===== src/rtl/tp_div_pkg.sv =====
// Shared constants and state type for the sequential signed divider.
package tp_div_pkg;

  // Default widths: inverse of the 18s x 17s -> 32s multiplier.
  localparam int DEF_DIVIDEND_W = 32;
  localparam int DEF_DIVISOR_W  = 17;
  localparam int DEF_QUOT_W     = 18;

  // Saturation bounds of an 18-bit signed quotient.
  localparam int QUOT_MAX = 131071;
  localparam int QUOT_MIN = -131072;

  // Width of the iteration counter for the default dividend width.
  localparam int CNT_W = $clog2(DEF_DIVIDEND_W);

  typedef enum logic [1:0] {
    IDLE,
    CALC,
    FIX,
    DONE
  } state_t;

endpackage


===== src/rtl/tp_div_step.sv =====
// One restoring-division step on unsigned magnitudes.
// The remainder is always below |divisor| <= 2^(W-1), so W bits hold it.
module tp_div_step #(
  parameter int W = 17
) (
  input  logic [W-1:0] rem_in,
  input  logic         next_bit,
  input  logic [W-1:0] divisor_mag,
  output logic [W-1:0] rem_out,
  output logic         q_bit
);

  logic [W:0]   w_partial;
  logic [W-1:0] w_diff;

  // Shift the next dividend bit into the partial remainder.
  assign w_partial = {rem_in, next_bit};

  // Whenever the subtraction is taken the true difference is below 2^W,
  // so W-bit modular arithmetic gives the exact result.
  assign w_diff  = w_partial[W-1:0] - divisor_mag;
  assign q_bit   = (w_partial >= {1'b0, divisor_mag});
  assign rem_out = q_bit ? w_diff : w_partial[W-1:0];

endmodule


===== src/rtl/tp_sdiv_32s_17s_18s_seq.sv =====
// Sequential signed divider: 32s / 17s -> 18s saturated quotient, 17s remainder.
// Radix-2 restoring, one quotient bit per cycle, valid/ready on both sides.
module tp_sdiv_32s_17s_18s_seq
  import tp_div_pkg::*;
#(
  parameter int DIVIDEND_W = DEF_DIVIDEND_W,
  parameter int DIVISOR_W  = DEF_DIVISOR_W,
  parameter int QUOT_W     = DEF_QUOT_W
) (
  input  logic                  ap_clk,
  input  logic                  ap_rst_n,
  input  logic                  in_valid,
  output logic                  in_ready,
  input  logic [DIVIDEND_W-1:0] dividend,
  input  logic [DIVISOR_W-1:0]  divisor,
  output logic                  out_valid,
  input  logic                  out_ready,
  output logic [QUOT_W-1:0]     quotient,
  output logic [DIVISOR_W-1:0]  remainder,
  output logic                  overflow,
  output logic                  div_by_zero
);

  localparam int                     L_CNT_W   = $clog2(DIVIDEND_W);
  localparam logic [L_CNT_W-1:0]     CNT_INIT  = L_CNT_W'(DIVIDEND_W - 1);
  localparam logic [DIVIDEND_W-1:0]  POS_LIMIT = DIVIDEND_W'((64'd1 << (QUOT_W - 1)) - 64'd1);
  localparam logic [DIVIDEND_W-1:0]  NEG_LIMIT = DIVIDEND_W'(64'd1 << (QUOT_W - 1));
  localparam logic [QUOT_W-1:0]      SAT_POS   = {1'b0, {(QUOT_W-1){1'b1}}};
  localparam logic [QUOT_W-1:0]      SAT_NEG   = {1'b1, {(QUOT_W-1){1'b0}}};

  state_t                r_state;
  state_t                w_state_next;

  logic                  r_dvd_sign;
  logic                  r_dsr_sign;
  logic                  r_dz;
  // Dividend bits leave at the MSB while quotient bits enter at the LSB;
  // after DIVIDEND_W steps this holds the quotient magnitude.
  logic [DIVIDEND_W-1:0] r_dq;
  logic [DIVISOR_W-1:0]  r_dsr_mag;
  logic [DIVISOR_W-1:0]  r_rem;
  logic [L_CNT_W-1:0]    r_cnt;

  logic [QUOT_W-1:0]     r_quot;
  logic [DIVISOR_W-1:0]  r_rem_out;
  logic                  r_ovf;
  logic                  r_dbz;

  logic [DIVIDEND_W-1:0] w_dvd_mag;
  logic [DIVISOR_W-1:0]  w_dsr_mag;
  logic                  w_dsr_zero;
  logic                  w_accept;
  logic [DIVISOR_W-1:0]  w_step_rem;
  logic                  w_step_q;
  logic [QUOT_W-1:0]     w_quot_fix;
  logic [DIVISOR_W-1:0]  w_rem_fix;
  logic                  w_ovf_fix;

  assign in_ready    = (r_state == IDLE);
  assign out_valid   = (r_state == DONE);
  assign quotient    = r_quot;
  assign remainder   = r_rem_out;
  assign overflow    = r_ovf;
  assign div_by_zero = r_dbz;

  assign w_accept   = in_valid && in_ready;
  assign w_dsr_zero = (divisor == '0);
  // Two's-complement negation also maps the most negative value onto its
  // correct unsigned magnitude (e.g. -2^31 -> 2^31).
  assign w_dvd_mag  = dividend[DIVIDEND_W-1] ? (DIVIDEND_W'(0) - dividend) : dividend;
  assign w_dsr_mag  = divisor[DIVISOR_W-1]  ? (DIVISOR_W'(0) - divisor)   : divisor;

  tp_div_step #(
    .W (DIVISOR_W)
  ) u_step (
    .rem_in      (r_rem),
    .next_bit    (r_dq[DIVIDEND_W-1]),
    .divisor_mag (r_dsr_mag),
    .rem_out     (w_step_rem),
    .q_bit       (w_step_q)
  );

  // State register.
  always_ff @(posedge ap_clk or negedge ap_rst_n) begin
    if (!ap_rst_n) r_state <= IDLE;
    else           r_state <= w_state_next;
  end

  // Next-state logic.
  always_comb begin
    w_state_next = r_state;
    case (r_state)
      IDLE:    if (w_accept) w_state_next = w_dsr_zero ? FIX : CALC;
      CALC:    if (r_cnt == '0) w_state_next = FIX;
      FIX:     w_state_next = DONE;
      DONE:    if (out_ready) w_state_next = IDLE;
      default: w_state_next = IDLE;
    endcase
  end

  // Sign correction and saturation of the finished magnitudes.
  always_comb begin
    w_quot_fix = '0;
    w_rem_fix  = '0;
    w_ovf_fix  = 1'b0;
    if (r_dz) begin
      w_quot_fix = r_dvd_sign ? SAT_NEG : SAT_POS;
    end else begin
      if (r_dvd_sign ^ r_dsr_sign) begin
        if (r_dq > NEG_LIMIT) begin
          w_quot_fix = SAT_NEG;
          w_ovf_fix  = 1'b1;
        end else begin
          w_quot_fix = QUOT_W'(0) - r_dq[QUOT_W-1:0];
        end
      end else begin
        if (r_dq > POS_LIMIT) begin
          w_quot_fix = SAT_POS;
          w_ovf_fix  = 1'b1;
        end else begin
          w_quot_fix = r_dq[QUOT_W-1:0];
        end
      end
      // Remainder follows the dividend sign; a zero magnitude stays zero.
      w_rem_fix = r_dvd_sign ? (DIVISOR_W'(0) - r_rem) : r_rem;
    end
  end

  // Operand capture, iteration datapath and result registers.
  always_ff @(posedge ap_clk or negedge ap_rst_n) begin
    if (!ap_rst_n) begin
      r_dvd_sign <= 1'b0;
      r_dsr_sign <= 1'b0;
      r_dz       <= 1'b0;
      r_dq       <= '0;
      r_dsr_mag  <= '0;
      r_rem      <= '0;
      r_cnt      <= '0;
      r_quot     <= '0;
      r_rem_out  <= '0;
      r_ovf      <= 1'b0;
      r_dbz      <= 1'b0;
    end else begin
      case (r_state)
        IDLE: begin
          if (w_accept) begin
            r_dvd_sign <= dividend[DIVIDEND_W-1];
            r_dsr_sign <= divisor[DIVISOR_W-1];
            r_dz       <= w_dsr_zero;
            r_dq       <= w_dvd_mag;
            r_dsr_mag  <= w_dsr_mag;
            r_rem      <= '0;
            r_cnt      <= CNT_INIT;
          end
        end
        CALC: begin
          r_rem <= w_step_rem;
          r_dq  <= {r_dq[DIVIDEND_W-2:0], w_step_q};
          r_cnt <= r_cnt - L_CNT_W'(1);
        end
        FIX: begin
          r_quot    <= w_quot_fix;
          r_rem_out <= w_rem_fix;
          r_ovf     <= w_ovf_fix;
          r_dbz     <= r_dz;
        end
        default: begin
        end
      endcase
    end
  end

endmodule


===== config.mk =====
export PLATFORM = sky130hd
export DESIGN_NAME = tp_sdiv_32s_17s_18s_seq
export DESIGN_NICKNAME = d
export VERILOG_FILES = /design/src/rtl/tp_div_pkg.sv /design/src/rtl/tp_div_step.sv /design/src/rtl/tp_sdiv_32s_17s_18s_seq.sv
export SDC_FILE = /design/constraint.sdc
export NUM_CORES = 1
export LEC_CHECK = 0
export ABC_CLOCK_PERIOD_IN_PS = 3450
export CAP_MARGIN = 20
export CORE_MARGIN = 5
export CORE_UTILIZATION = 40
export DETAILED_ROUTE_END_ITERATION = 12
export DONT_BUFFER_PORTS = 1
export GPL_TIMING_DRIVEN = 0
export MAX_ROUTING_LAYER = met4
export PLACE_DENSITY = 0.59
export RECOVER_POWER = 25
export SLEW_MARGIN = 10
export SYNTH_ARGS = -nofsm -noshare
export SYNTH_HDL_FRONTEND = slang
export SYNTH_HIERARCHICAL = 1
export SYNTH_SLANG_ARGS = --single-unit

===== constraint.sdc =====
create_clock -name ap_clk -period 3.45 [get_ports ap_clk]
set_clock_uncertainty 0.2 [all_clocks]
set_input_delay 0.1725 -clock ap_clk [delete_from_list [all_inputs] [get_ports ap_clk]]
set_output_delay 0.1725 -clock ap_clk [all_outputs]
set_load 0.005 [all_outputs]

==> impl_metrics.toml <==
[placed_design]
dp_slack_ns = 0.3803
hpwl_um = 16090
dpl_cell_area_um2 = 8200
placedCellCount = 1154
globalplace.congestion = 0.8833
port_buffers = 0

[yosys]
syn_avg_cell_area_um2 = 8.851
ys_ff_latch = 113
synth_nets = 970
synth_area_leader_cell = "dfrtp_1"
synth_top_flop_cell = "dfrtp_1"
ys_types = 77
syn-cell-area_um2 = 7869
ys_warn_count = 6
ys_top_cells_by_area = "dfrtp_1 36%, xor2_1 5.7%, ha_1 4.3%"
synthCells = 889
seq_area_frac_synth_pct = 35.94
yosysMostFrequentCell = "dfrtp_1"
async_flop_share_pct = 100.0
synthTopCellsByCount = "113 x dfrtp_1, 75 x nand2_1, 64 x inv_1, 62 x o21ai_0, 51 x xor2_1"
synth_edf_count = 0
synth_top_area_share_pct = 35.94

[global_routing]
antenna_found_initial = 2
grt_usage_pct = 20.45
overflow = 0
grt_pass1_wl_um = 35960
grt_pass1_vias = 6867
grt_max_degree = 114

[timing]
hold-worst-slack_ns = 0.008656
setup_slack_ns = 0.2938
fin_crit_ns = 3.156
setup_viol = 0
finalSetupTns_ns = 0
hold_viol_final = 0
tightest_slew_ns = 1.579
max_clock_freq_ghz = 0.3168
min_period_over_period_pct = 91.48
timing.slew.headroom_pct = -5.240
grt_setup_unrepaired = "no"
slew_viol_final = 114

[worst_hold_path]
worstHoldPathType = "primary input to register"

[cells_and_area]
fill_cells = 1900
nNetsFinal = 1060
area_growth_syn_to_layout_pct = 21.18
fin_area_um2 = 9535
final_cells = 1259
drive_above_1_share_pct = 8.669
final_util_pct = 49.16

[detailed_routing]
routed_via_density = 5.493
via_count = 6916
drtPass1Iterations = 5
drt_drc_violations_left = 0
wl_um = 21860
wire_per_inst_um = 17.36
postRouteAntennaNets = 0
drtIter0Drc = 401

[floorplan]
core_um2 = 19400
die_x_um = 150.3
std_cell_rows = 51
io_pins = 92
fp.dieH_um = 150.3
start_util_pct = 40.56
fp.dieArea_um2 = 22580

[worst_setup_path]
crit_path_end_kind = "register"
worst-path-max-fanout = 10
worstPathRequired_ns = 3.55
setup.worst_path.class = "register to register"
critPathLaunchType = "register"
arrival_ns = 3.26

[power_and_ir_drop]
p_switching_mw = 4.092
p_int_mw = 5.341
power_frac_seq_pct = 26.8
power.share.clock_pct = 19.5
total_power_mw = 9.433
leakagePower_nw = 3.944
peakVddDrop_mv = 0.4727
pwr-share-comb_pct = 53.7
switching_share_pct = 43.38
power_density_nw_per_um2 = 989.3

[clocking]
cts_root_buf = "clkbuf_16"
postCtsSetupBuffers = 0
clock-sinks = 113
clkLatencyLatePin_ns = 0.42
htreeDepth = 4
clockBufferDepth = 2
cts_buffers = 17
cts_tree = "done"
cts.clk_slew.worst_paths_ns = 0.05

[run]
maxCapViolations = 1

[outcome]
violations = "capacitance limit, slew limit"
status = "finished, violations left"
[worst max-delay path, cell delays in order (launching register included)]
cell           delay [ns]
dfrtp_1              0.38
inv_1                0.08
ha_1                 0.24
clkbuf_1             0.26
nand2_1              0.14
clkbuf_1             0.44
o21ai_2              0.24
clkbuf_2             0.28
nand4_1              0.14
nand3_1              0.08
dlygate4sd3_1        0.56
[sequential cells by signal, summed over array words and instances (netlist names)]
register,cells
r_state,2
remainder,17
r_dsr_mag,17
overflow,1
r_rem,17
r_dsr_sign,1
r_dvd_sign,1
r_dz,1
div_by_zero,1
r_dq,32
quotient,18
r_cnt,5
[area by class of cell]
class                           instances  area (um^2)  share of cell area, %
Tap cell                              265        331.6                  3.477
Antenna cell                            2        5.005                0.05249
Buffer                                 55        237.7                  2.493
Timing Repair Buffer                   71        708.2                  7.427
Sequential cell                       113         2828                  29.65
Inverter                               65        256.5                  2.690
Multi-Input combinational cell        656         4553                  47.75
Clock buffer                           22        484.2                  5.078
Clock inverter                         10        131.4                  1.378
[what timing repair did]
item	4_1_cts	5_1_grt
endpoints found under the setup margin	0	2
endpoints found under the hold margin	166	0
hold buffers	71	0
gates resized for setup	0	5
[path summary, 6_finish.rpt]
check,startpoint,endpoint,slack (ns),cells past startpoint
worst max-delay path,r_state[0],r_dq[21],0.29,10
worst min-delay path,dividend[27],r_dq[30],0.009,4
worst max register to register,r_state[0],r_dq[21],0.29,10
worst min register to register,r_dsr_mag[8],r_dsr_mag[8],0.27,2
max in group asynchronous,ap_rst_n,r_dsr_mag[6],1.53,2
min in group asynchronous,ap_rst_n,quotient[6],0.46,2
[power groups by stage]
stage | clock network (mW) | logic [mW] | registers (mW)
6_report | 1.84 | 5.07 | 2.53
5_1_grt | 1.91 | 5.65 | 2.62
4_1_cts | 1.86 | 5.05 | 2.53
3_5_place_dp | 0 | 4.85 | 2.55
3_3_place_gp | 0 | 4.83 | 2.53
2_1_floorplan | 0 | 3.91 | 2.33
[cells by family (layout without fill, tap and decap cells)]
kind of cell               after synthesis  after routing  share of synthesized area [%]
buffers and inverters                  120            223                          6.249
xor gates and xnor gates                72             72                          8.014
adders and majority gates               28             28                          4.548
AOI/OAI and AO/OA                      270            270                          23.23
DFF                                    113            113                          35.94
and+or+nand+nor                        262            262                          18.27
other                                    0              2                              0
muxes                                   24             24                          3.753
[cells in the final DEF (no fill, tap or decap), types with 17 or more instances in the layout]
master | Yosys | final
nand2_1 | 75 | 75
o31ai_1 | 22 | 22
nor2_1 | 44 | 44
dfrtp_1 | 113 | 113
inv_1 | 64 | 64
nand3_1 | 23 | 23
o21ai_0 | 62 | 62
ha_1 | 27 | 27
clkbuf_16 | 0 | 17
dlygate4sd3_1 | 0 | 70
a21oi_1 | 50 | 50
xor2_1 | 51 | 51
o22ai_1 | 35 | 35
clkbuf_1 | 43 | 42
xnor2_1 | 21 | 21
[per-layer routing]
layer | up-vias | track usage, % | wire length (um)
li1 | 3444 | - | -
met1 | 3258 | 27.79 | 10530
met2 | 176 | 30.71 | 9657
met3 | 38 | 4.214 | 1239
met4 | 0 | 6.633 | 436
met5 | - | - | 0
Power figures use the tool's default switching activity.
